<file path="src/rtl/uart_tx_arbiter.sv">
// Round-robin arbiter sharing one uart_tx among four one-byte sources.
// Optional watchdog in WAIT_DONE is enabled by defining UART_TX_ARB_TIMEOUT_EN.
module uart_tx_arbiter #(
  parameter int GAP_CLKS     = 0,
  parameter int TIMEOUT_CLKS = 4096
) (
  input  logic        i_Clk,
  input  logic        i_Rst,
  input  logic [3:0]  i_Req_DV,
  input  logic [31:0] i_Req_Byte,
  output logic [3:0]  o_Req_Pending,
  output logic [3:0]  o_Req_Drop,
  output logic        o_TX_DV,
  output logic [7:0]  o_TX_Byte,
  input  logic        i_TX_Done,
  output logic [1:0]  o_Grant_Id,
  output logic        o_Busy,
  output logic        o_Timeout
);

  typedef enum logic [1:0] {IDLE, ISSUE, WAIT_DONE, GAP} state_t;

  localparam int GAP_W = (GAP_CLKS > 0) ? $clog2(GAP_CLKS + 1) : 1;
  localparam logic [GAP_W-1:0] GAP_LAST = GAP_W'((GAP_CLKS > 0) ? GAP_CLKS - 1 : 0);
  localparam state_t AFTER_FRAME = (GAP_CLKS > 0) ? GAP : IDLE;

  state_t           state, state_d;
  logic [7:0]       hold [4];
  logic [1:0]       ptr;
  logic [GAP_W-1:0] gap_cnt;
  logic             any_pending;
  logic [1:0]       winner;
  logic             grant;
  logic             timeout_fire;

  // First pending source at or after ptr, wrapping modulo 4.
  always_comb begin
    logic [1:0] idx;
    // NOTE: every always_comb output gets a default first so no latch is inferred.
    idx         = ptr;
    winner      = ptr;
    any_pending = 1'b0;
    for (int i = 0; i < 4; i++) begin
      idx = ptr + 2'(i);
      if (!any_pending && o_Req_Pending[idx]) begin
        any_pending = 1'b1;
        winner      = idx;
      end
    end
  end

`ifdef UART_TX_ARB_TIMEOUT_EN
  localparam int TO_W = $clog2(TIMEOUT_CLKS + 1);
  localparam logic [TO_W-1:0] TO_LAST = TO_W'(TIMEOUT_CLKS - 1);

  logic [TO_W-1:0] wd_cnt;

  // Zero on every entry to WAIT_DONE because it is held clear outside it.
  always_ff @(posedge i_Clk or posedge i_Rst) begin
    if (i_Rst) begin
      wd_cnt    <= '0;
      o_Timeout <= 1'b0;
    end else begin
      wd_cnt    <= (state == WAIT_DONE) ? wd_cnt + TO_W'(1) : '0;
      o_Timeout <= timeout_fire;
    end
  end
`else
  // No watchdog in this build: the output is permanently low.
  assign o_Timeout = 1'b0 && (TIMEOUT_CLKS > 0);
`endif

  always_comb begin
    state_d      = state;
    grant        = 1'b0;
    timeout_fire = 1'b0;
    case (state)
      IDLE: begin
        if (any_pending) begin
          grant   = 1'b1;
          state_d = ISSUE;
        end
      end
      ISSUE: state_d = WAIT_DONE;
      WAIT_DONE: begin
        if (i_TX_Done) begin
          state_d = AFTER_FRAME;
        end
`ifdef UART_TX_ARB_TIMEOUT_EN
        else if (wd_cnt == TO_LAST) begin
          timeout_fire = 1'b1;
          state_d      = AFTER_FRAME;
        end
`endif
      end
      GAP: begin
        if (gap_cnt == GAP_LAST) state_d = IDLE;
      end
      default: state_d = IDLE;
    endcase
  end

  always_ff @(posedge i_Clk or posedge i_Rst) begin
    if (i_Rst) begin
      // NOTE: sequential state uses non-blocking assignments only.
      state <= IDLE;
    end else begin
      state <= state_d;
    end
  end

  always_ff @(posedge i_Clk or posedge i_Rst) begin
    if (i_Rst) begin
      gap_cnt <= '0;
    end else begin
      gap_cnt <= (state == GAP) ? gap_cnt + GAP_W'(1) : '0;
    end
  end

  // A strobe landing on the source being granted refills its slot instead of dropping.
  always_ff @(posedge i_Clk or posedge i_Rst) begin
    if (i_Rst) begin
      // NOTE: the holding registers are reset too, so o_TX_Byte can never carry X.
      for (int k = 0; k < 4; k++) hold[k] <= 8'h00;
      o_Req_Pending <= '0;
      o_Req_Drop    <= '0;
      o_TX_Byte     <= 8'h00;
      o_Grant_Id    <= 2'd0;
      ptr           <= 2'd0;
    end else begin
      o_Req_Drop <= '0;
      for (int k = 0; k < 4; k++) begin
        if (i_Req_DV[k]) begin
          if (!o_Req_Pending[k] || (grant && winner == 2'(k))) begin
            hold[k]          <= i_Req_Byte[8*k +: 8];
            o_Req_Pending[k] <= 1'b1;
          end else begin
            o_Req_Drop[k] <= 1'b1;
          end
        end else if (grant && winner == 2'(k)) begin
          o_Req_Pending[k] <= 1'b0;
        end
      end
      if (grant) begin
        o_TX_Byte  <= hold[winner];
        o_Grant_Id <= winner;
        ptr        <= winner + 2'd1;
      end
    end
  end

  assign o_TX_DV = (state == ISSUE);
  assign o_Busy  = (state != IDLE);

endmodule

</file>
<file path="config.mk">
export PLATFORM = sky130hd
export DESIGN_NAME = uart_tx_arbiter
export DESIGN_NICKNAME = d
export VERILOG_FILES = /design/src/rtl/uart_tx_arbiter.sv
export SDC_FILE = /design/constraint.sdc
export NUM_CORES = 1
export LEC_CHECK = 0
export ABC_AREA = 1
export CORE_AREA = 2 2 89 91
export DETAILED_ROUTE_END_ITERATION = 8
export DIE_AREA = 0 0 91 93
export MAX_ROUTING_LAYER = met4
export SYNTH_ARGS = -nofsm -noshare
export SYNTH_HDL_FRONTEND = slang
export SYNTH_SLANG_ARGS = --single-unit
</file>
<file path="constraint.sdc">
create_clock -name i_Clk -period 2.1 [get_ports i_Clk]
set_input_delay 0.42 -clock i_Clk [delete_from_list [all_inputs] [get_ports i_Clk]]
set_output_delay 0.42 -clock i_Clk [all_outputs]
set_load 0.01 [all_outputs]
</file>
==> results of run 1 <==
==> metrics by stage <==
stage	hold slack [ns]	utilization [%]	power, uW	std cells	setup slack [ns]
5_1_grt	0.4202	53.03	7547	575	-0.06935
2_1_floorplan	0.4013	-	4376	394	0.1874
6_report	0.3805	53.03	6902	575	0.05946
3_3_place_gp	0.4187	49.53	5738	562	0.06462
3_5_place_dp	0.4198	49.53	5777	562	0.04036
4_1_cts	0.3987	50.90	6479	569	0.02089
==> worst max-delay path, cell delays in order, from the launching register on <==
cell and delay (ns):
dfrtp_2 0.46, buf_12 0.15, nand2_1 0.05, nand2_1 0.10, nand2_2 0.11, nand2_4 0.08
buf_4 0.14, nand3_1 0.08, nand3_2 0.08, nand3_2 0.11, nand4_1 0.16, nand2_2 0.18
buf_6 0.14, nand3_1 0.07, nand2_1 0.07
==> cells by family (layout without fill, tap and decap cells) <==
| group | Yosys count | count (layout) | synth area share [%] |
|---|---|---|---|
| and+or+nand+nor | 299 | 299 | 45.20 |
| DFF | 55 | 55 | 47.35 |
| buffers and inverters | 33 | 112 | 5.768 |
| AOI/OAI and AO/OA | 6 | 6 | 1.550 |
| other | 1 | 1 | 0.1290 |
==> power breakdown <==
group	switching, uW	leakage, uW	internal (uW)
logic	2540	0.00136	1780
registers	338	0.000677	1550
clock network	343	0.0000513	350
total	3220	0.00209	3680
==> per-layer routing <==
layer / vias to the layer above / part of all wire [%] / track usage [%]
met4: 0 / 0.72 / 4.293
met2: 56 / 49 / 27.84
met3: 6 / 3.4 / 2.337
met1: 1257 / 47 / 24.38
met5: - / 0 / -
li1: 1385 / - / -
==> area by class of cell <==
type,instances,area (um^2)
Sequential cell,55,1379
Fill cell,739,3536
Timing Repair Buffer,88,858.3
Clock inverter,1,30.03
Tap cell,102,127.6
Clock buffer,6,72.57
Inverter,17,68.82
Multi-Input combinational cell,306,1455
==> cell usage after synthesis <==
cell type  number  area, um^2
buf_4           4       30.03
inv_2           4       15.01
o21ai_0         3       15.01
nand3_1        41       205.2
nand4_4         1       21.27
clkbuf_1        4       15.01
nand2_2        11       68.82
a31oi_1         1       6.260
nand3_2        10       100.1
conb_1          1       3.750
nand4_2         1       12.51
nand2_4         1       11.26
nand2_1       220       825.8
o21ai_4         1       16.27
buf_6           3       33.78
nand4_1         5       31.28
nand3b_1        1       7.510
o211ai_1        1       7.510
nor2_1          8       30.03
inv_1          13       48.80
buf_2           5       25.02
dfrtp_1        55        1376
==> worst max path at each step <==
stage / startpoint / endpoint / slack, ns
final: ptr[0]$_DFFE_PP0P_ / hold[9]$_DFFE_PP0P_ / 0.06
after global routing: ptr[0]$_DFFE_PP0P_ / hold[21]$_DFFE_PP0P_ / -0.07
after CTS: ptr[0]$_DFFE_PP0P_ / o_TX_Byte[7]$_DFFE_PP0P_ / 0.02
after detailed placement: ptr[0]$_DFFE_PP0P_ / o_TX_Byte[7]$_DFFE_PP0P_ / 0.04
after global placement: ptr[0]$_DFFE_PP0P_ / o_TX_Byte[7]$_DFFE_PP0P_ / 0.06
after floorplan: ptr[1]$_DFFE_PP0P_ / hold[0]$_DFFE_PP0P_ / 0.19
==> timing repair <==
item,4_1_cts,5_1_grt
gates resized for setup,0,38
setup endpoints to repair,0,50
buffers inserted,0,4
==> placed cells by master, fill, tap and decap left out <==
cell / instances
nand4_4: 1
a31oi_1: 1
dfrtp_2: 2
buf_6: 4
o21ai_0: 3
nand2_2: 18
clkinv_4: 1
bufinv_16: 1
conb_1: 1
clkbuf_8: 5
inv_2: 5
nand3_1: 37
o21ai_4: 1
nand4_1: 5
buf_4: 23
nor2_2: 1
inv_1: 11
nand2_4: 8
dfrtp_1: 53
clkdlybuf4s50_1: 58
nand2_1: 206
clkbuf_1: 1
buf_12: 3
nand4_2: 1
nand3b_1: 1
nor2_1: 7
o211ai_1: 1
nand3_2: 14
==> state kept, by name, indices dropped and copies added (netlist names) <==
signal,cells
o_Req_Pending,4
o_TX_Byte,8
o_Grant_Id,2
state,2
hold,32
o_Req_Drop,4
ptr,2
gap_cnt,1
==> impl_metrics.py, run 1 <==
metrics = {
    "layout": {
        "final_nets": 512,
        "antenna_cells": 0,
        "finalInstanceArea_um2": 3991,
        "syn_to_final_growth_pct": 37.32,
        "layout-drive-gt1-share_pct": 18.60,
    },
    "route": {
        "ant_nets": 0,
        "firstDrtPassIters": 4,
        "vias": 2704,
        "drc": 0,
        "wl_per_cell_um": 12.53,
        "wl_um": 7202,
        "vias_per_cell": 4.703,
        "drtIter0Drc": 188,
    },
    "setup_path": {
        "reg2reg_depth": 14,
        "start_kind": "flop",
        "worstPathArrival_ns": 2.30,
        "reg2reg_to": "hold[9]$_DFFE_PP0P_",
        "cp-end-kind": "flop",
        "critPathKind": "reg -> reg",
        "critPathMaxFanout": 11,
        "r2r_slack_ns": 0.06,
        "rr_startpoint": "ptr[0]$_DFFE_PP0P_",
        "critical_path_required_ns": 2.36,
    },
    "yosys": {
        "syn_inst": 394,
        "ys_ff_latch": 55,
        "synth_cell_types": 22,
        "synthesis.nets": 433,
        "syn_area_um2": 2907,
        "ys_warn_count": 0,
        "yosysSeqAreaShare_pct": 47.35,
        "syn-mean-instance-area_um2": 7.377,
    },
    "grt": {
        "grt_antenna_before_repair": 0,
        "grt_pass1_wl_um": 11740,
        "grt_max_degree": 34,
        "globalRoute.totalOverflow": 0,
        "grt.total_usage_pct": 17.63,
        "grt_pass1_vias": 2440,
    },
    "sta": {
        "fin_worst_skew_ns": 0.007685,
        "tns_ns": 0,
        "fin_crit_ns": 2.041,
        "grt_setup_unrepaired": "true",
        "setup_violations": 0,
        "max_clock_freq_mhz": 490.1,
        "fin_crit_sh_pct": 97.17,
        "slew_violations": 0,
        "report.final.hold_viol_count": 0,
    },
    "clock_tree": {
        "root_buffer": "clkbuf_8",
        "insertion_delay_ns": 0.31,
        "cts_buffers": 5,
        "clkSlewWorstSetupHoldPaths_ns": 0.10,
        "ctsHoldBuffers": 0,
        "cts.path.max_buffers": 2,
        "htreeDepth": 2,
        "cts_sinks": 55,
        "cts_tree": "done",
    },
    "die": {
        "core_area_um2": 7527,
        "fp-row-count": 32,
        "ios": 60,
        "die_y_um": 93,
        "die-area_um2": 8463,
        "initial_core_util_pct": 38.61,
        "die_w_um": 91,
    },
    "run": {
        "cap_viol_max_count": 0,
    },
    "placed_design": {
        "placed_area_um2": 3729,
        "io_buffers": 58,
        "gp_congestion": 0.8550,
        "hpwl_um": 5422,
    },
    "power_and_ir_drop": {
        "pwr_density_cell_nw_per_um2": 1729,
        "ir_drop_mv": 0.6757,
        "p_leak_uw": 0.002092,
    },
    "min_path": {
        "hold_class": "in -> async",
    },
    "outcome": {
        "outcome": "finished clean",
    },
}
No activity file was read; power rests on OpenSTA's default activity.
==> run 2, diff against run 1 <==
--- a/config.mk
+++ b/config.mk
@@ -5,10 +5,10 @@
 export SDC_FILE = /design/constraint.sdc
 export NUM_CORES = 1
 export LEC_CHECK = 0
-export ABC_AREA = 1
-export CORE_AREA = 2 2 89 91
+export CORE_AREA = 2 2 88 90
 export DETAILED_ROUTE_END_ITERATION = 8
-export DIE_AREA = 0 0 91 93
+export DIE_AREA = 0 0 90 92
+export DONT_BUFFER_PORTS = 1
 export MAX_ROUTING_LAYER = met4
 export SYNTH_ARGS = -nofsm -noshare
 export SYNTH_HDL_FRONTEND = slang
==> impl_metrics.py, run 2 <==
metrics = {
    "outcome": {
        "outcome": "finished clean",
    },
    "power_and_ir_drop": {
        "pwr_density_cell_nw_per_um2": 1718,
        "ir_drop_mv": 0.5053,
        "p_seq_share_pct": 35.8,
        "pwr-share-clk_pct": 13.3,
        "p_leak_uw": 0.001347,
        "p_sw_uw": 2220,
        "comb_power_share_pct": 51.0,
        "swShare_pct": 40.42,
        "internal_power_uw": 3271,
    },
    "clock_tree": {
        "cts.path.max_buffers": 2,
        "cts_tree": "done",
        "clkSlewWorstSetupHoldPaths_ns": 0.11,
        "htreeDepth": 2,
        "cts_sinks": 55,
        "root_buffer": "clkbuf_8",
        "insertion_delay_ns": 0.31,
        "ctsHoldBuffers": 0,
        "cts_buffers": 5,
    },
    "setup_path": {
        "start_kind": "flop",
        "reg2reg_to": "o_TX_Byte[6]$_DFFE_PP0P_",
        "cp-startpoint": "o_Req_Pending[0]$_DFFE_PP0P_",
        "rr_startpoint": "o_Req_Pending[0]$_DFFE_PP0P_",
        "critical_path_required_ns": 2.30,
        "reg2reg_depth": 6,
        "worstPathArrival_ns": 2.20,
        "r2r_slack_ns": 0.09,
        "critPathKind": "reg -> reg",
        "cp-end-kind": "flop",
        "critPathMaxFanout": 9,
    },
    "grt": {
        "grt_pass1_wl_um": 10850,
        "grt_antenna_before_repair": 1,
        "grt_max_degree": 32,
        "grt.total_usage_pct": 16.70,
        "globalRoute.totalOverflow": 0,
        "grt_pass1_vias": 2053,
    },
    "yosys": {
        "synth_edf_count": 0,
        "syn_area_um2": 2831,
        "syn-mean-instance-area_um2": 10.60,
        "yosys-top-cells-area": "dfrtp_1 (49%), mux2_2 (6.4%), nand3_1 (4.9%), mux2_4 (4.2%), o21ai_0 (3.7%)",
        "yosysSeqAreaShare_pct": 48.61,
        "synth_most_common_cell": "dfrtp_1",
        "synth-main-ff-cell": "dfrtp_1",
        "syn_inst": 267,
        "synth_top_area_share_pct": 48.61,
        "synthesis.nets": 306,
        "ys_warn_count": 0,
        "ys_ff_latch": 55,
        "synth_cell_types": 37,
        "synth_top_cell_by_area": "dfrtp_1",
        "synth_common_cells": "dfrtp_1 (55), nand3_1 (28), o21ai_0 (21), nor2_1 (20), nand2_1 (19)",
        "synth_async_sr_flop_share_pct": 100.0,
    },
    "die": {
        "die_y_um": 92,
        "die-area_um2": 8280,
        "ios": 60,
        "core_area_um2": 7447,
        "initial_core_util_pct": 38.02,
        "fp-row-count": 32,
        "die_w_um": 90,
    },
    "layout": {
        "syn_to_final_growth_pct": 12.86,
        "multi_input_area_um2": 1329,
        "fillerInstances": 723,
        "layout_common_cells": "dfrtp_1 (54), nand3_1 (28), o21ai_0 (21), buf_4 (20)",
        "finalInstanceArea_um2": 3196,
        "regArea_um2": 1378,
        "layout_commonest_cell": "dfrtp_1",
        "largest_reg_flops": 32,
        "layout-drive-gt1-share_pct": 25.71,
        "regMostFlops": "hold",
        "largestRegisters": "hold: 32 flops, o_TX_Byte: 8 flops",
        "final_nets": 318,
    },
    "sta": {
        "worst_pin_slew_ns": 0.5586,
        "setup_violations": 0,
        "fin_worst_skew_ns": 0.01352,
        "slew_violations": 0,
        "fin_crit_ns": 2.007,
        "max_clock_freq_mhz": 498.4,
        "finalHoldWorstSlack_ns": 0.02264,
        "grt_setup_unrepaired": "false",
        "report.final.hold_viol_count": 0,
        "fin_crit_sh_pct": 95.55,
        "max-slew-margin-rel_pct": 62.71,
        "tns_ns": 0,
    },
    "placed_design": {
        "io_buffers": 0,
        "placed_area_um2": 3044,
        "hpwl_um": 4881,
        "gp_congestion": 0.7900,
    },
    "min_path": {
        "hold_class": "in -> async",
    },
    "route": {
        "vias": 2084,
        "wl_per_cell_um": 17.29,
        "firstDrtPassIters": 4,
        "drc": 0,
        "ant_nets": 0,
        "drtIter0Drc": 88,
        "wl_um": 6623,
        "vias_per_cell": 5.441,
    },
    "run": {
        "cap_viol_max_count": 0,
    },
}
## run 2: cells by family (layout without fill, tap and decap cells)
logic type                after synthesis  after routing  synth area share, %
AOI/OAI and AO/OA                      70             70                19.93
other                                   1              2               0.1324
muxes                                  25             25                11.00
xor gates and xnor gates                1              1               0.3094
buffers and inverters                  31             44                4.860
DFF                                    55             55                48.61
and+or+nand+nor                        84             84                15.16
## run 2: layout make-up
class                      instances  area share [%]
sequential                        55           43.11
multi-input combinational        181           41.58
timing repair buffer              22           5.951
tap                              102           3.994
clock buffer                       5           2.153
inverter                          14           1.644
clock inverter                     3           1.488
antenna                            1         0.07831
## run 2: metal layers
metal / vias up / share of wire (%) / track usage [%]
li1: 992 / - / -
met1: 1019 / 45 / 21.29
met2: 61 / 45 / 24.87
met3: 12 / 8.6 / 6.245
met4: 0 / 1.6 / 5.128
met5: - / 0 / -
## run 2: stage by stage
| stage | util [%] | setup WS (ns) | instances | power (uW) |
|---|---|---|---|---|
| 3_3_place_gp | 40.88 | 0.08157 | 373 | 4667 |
| 2_1_floorplan | - | 0.05257 | 267 | 3967 |
| 3_5_place_dp | 40.88 | 0.02318 | 373 | 4726 |
| 5_1_grt | 42.91 | 0.01867 | 383 | 5905 |
| 6_report | 42.91 | 0.09339 | 383 | 5491 |
| 4_1_cts | 42.44 | 0.01699 | 381 | 5473 |
## run 2: worst max path at each step
stage	endpoint	slack (ns)	cells past startpoint
after floorplan	hold[10]$_DFFE_PP0P_	0.05	6
after global placement	hold[27]$_DFFE_PP0P_	0.08	5
after detailed placement	hold[14]$_DFFE_PP0P_	0.02	5
after CTS	hold[14]$_DFFE_PP0P_	0.02	5
after global routing	hold[30]$_DFFE_PP0P_	0.02	5
final	o_TX_Byte[6]$_DFFE_PP0P_	0.09	6
## run 2: timing repair
action	4_1_cts	5_1_grt
setup endpoints to repair	0	26
resized for setup	0	5
setup buffers	0	1
## run 2: power by group through the flow
stage                     Combinational [uW]  Sequential (uW)  Clock, uW
after CTS                               2770             1960        749
after detailed placement                2760             1970          0
after global placement                  2700             1970          0
final                                   2800             1960        729
after floorplan                         2090             1880          0
after global routing                    3090             2030        784
## run 2: worst max-delay path, cell delays in order, from the launching register on
cell,delay (ns)
dfrtp_1,0.48
nor2b_2,0.22
a2111o_1,0.45
buf_4,0.21
nand3_1,0.09
o21ai_0,0.11
a221o_1,0.33
==> run 3, diff against run 2 <==
--- a/config.mk
+++ b/config.mk
@@ -6,6 +6,7 @@
 export NUM_CORES = 1
 export LEC_CHECK = 0
 export CORE_AREA = 2 2 88 90
+export CTS_BUF_LIST = sky130_fd_sc_hd__clkbuf_8
 export DETAILED_ROUTE_END_ITERATION = 8
 export DIE_AREA = 0 0 90 92
 export DONT_BUFFER_PORTS = 1
==> results of run 3 <==
The final DEF is identical to that of run 2; final timing and power are the same.
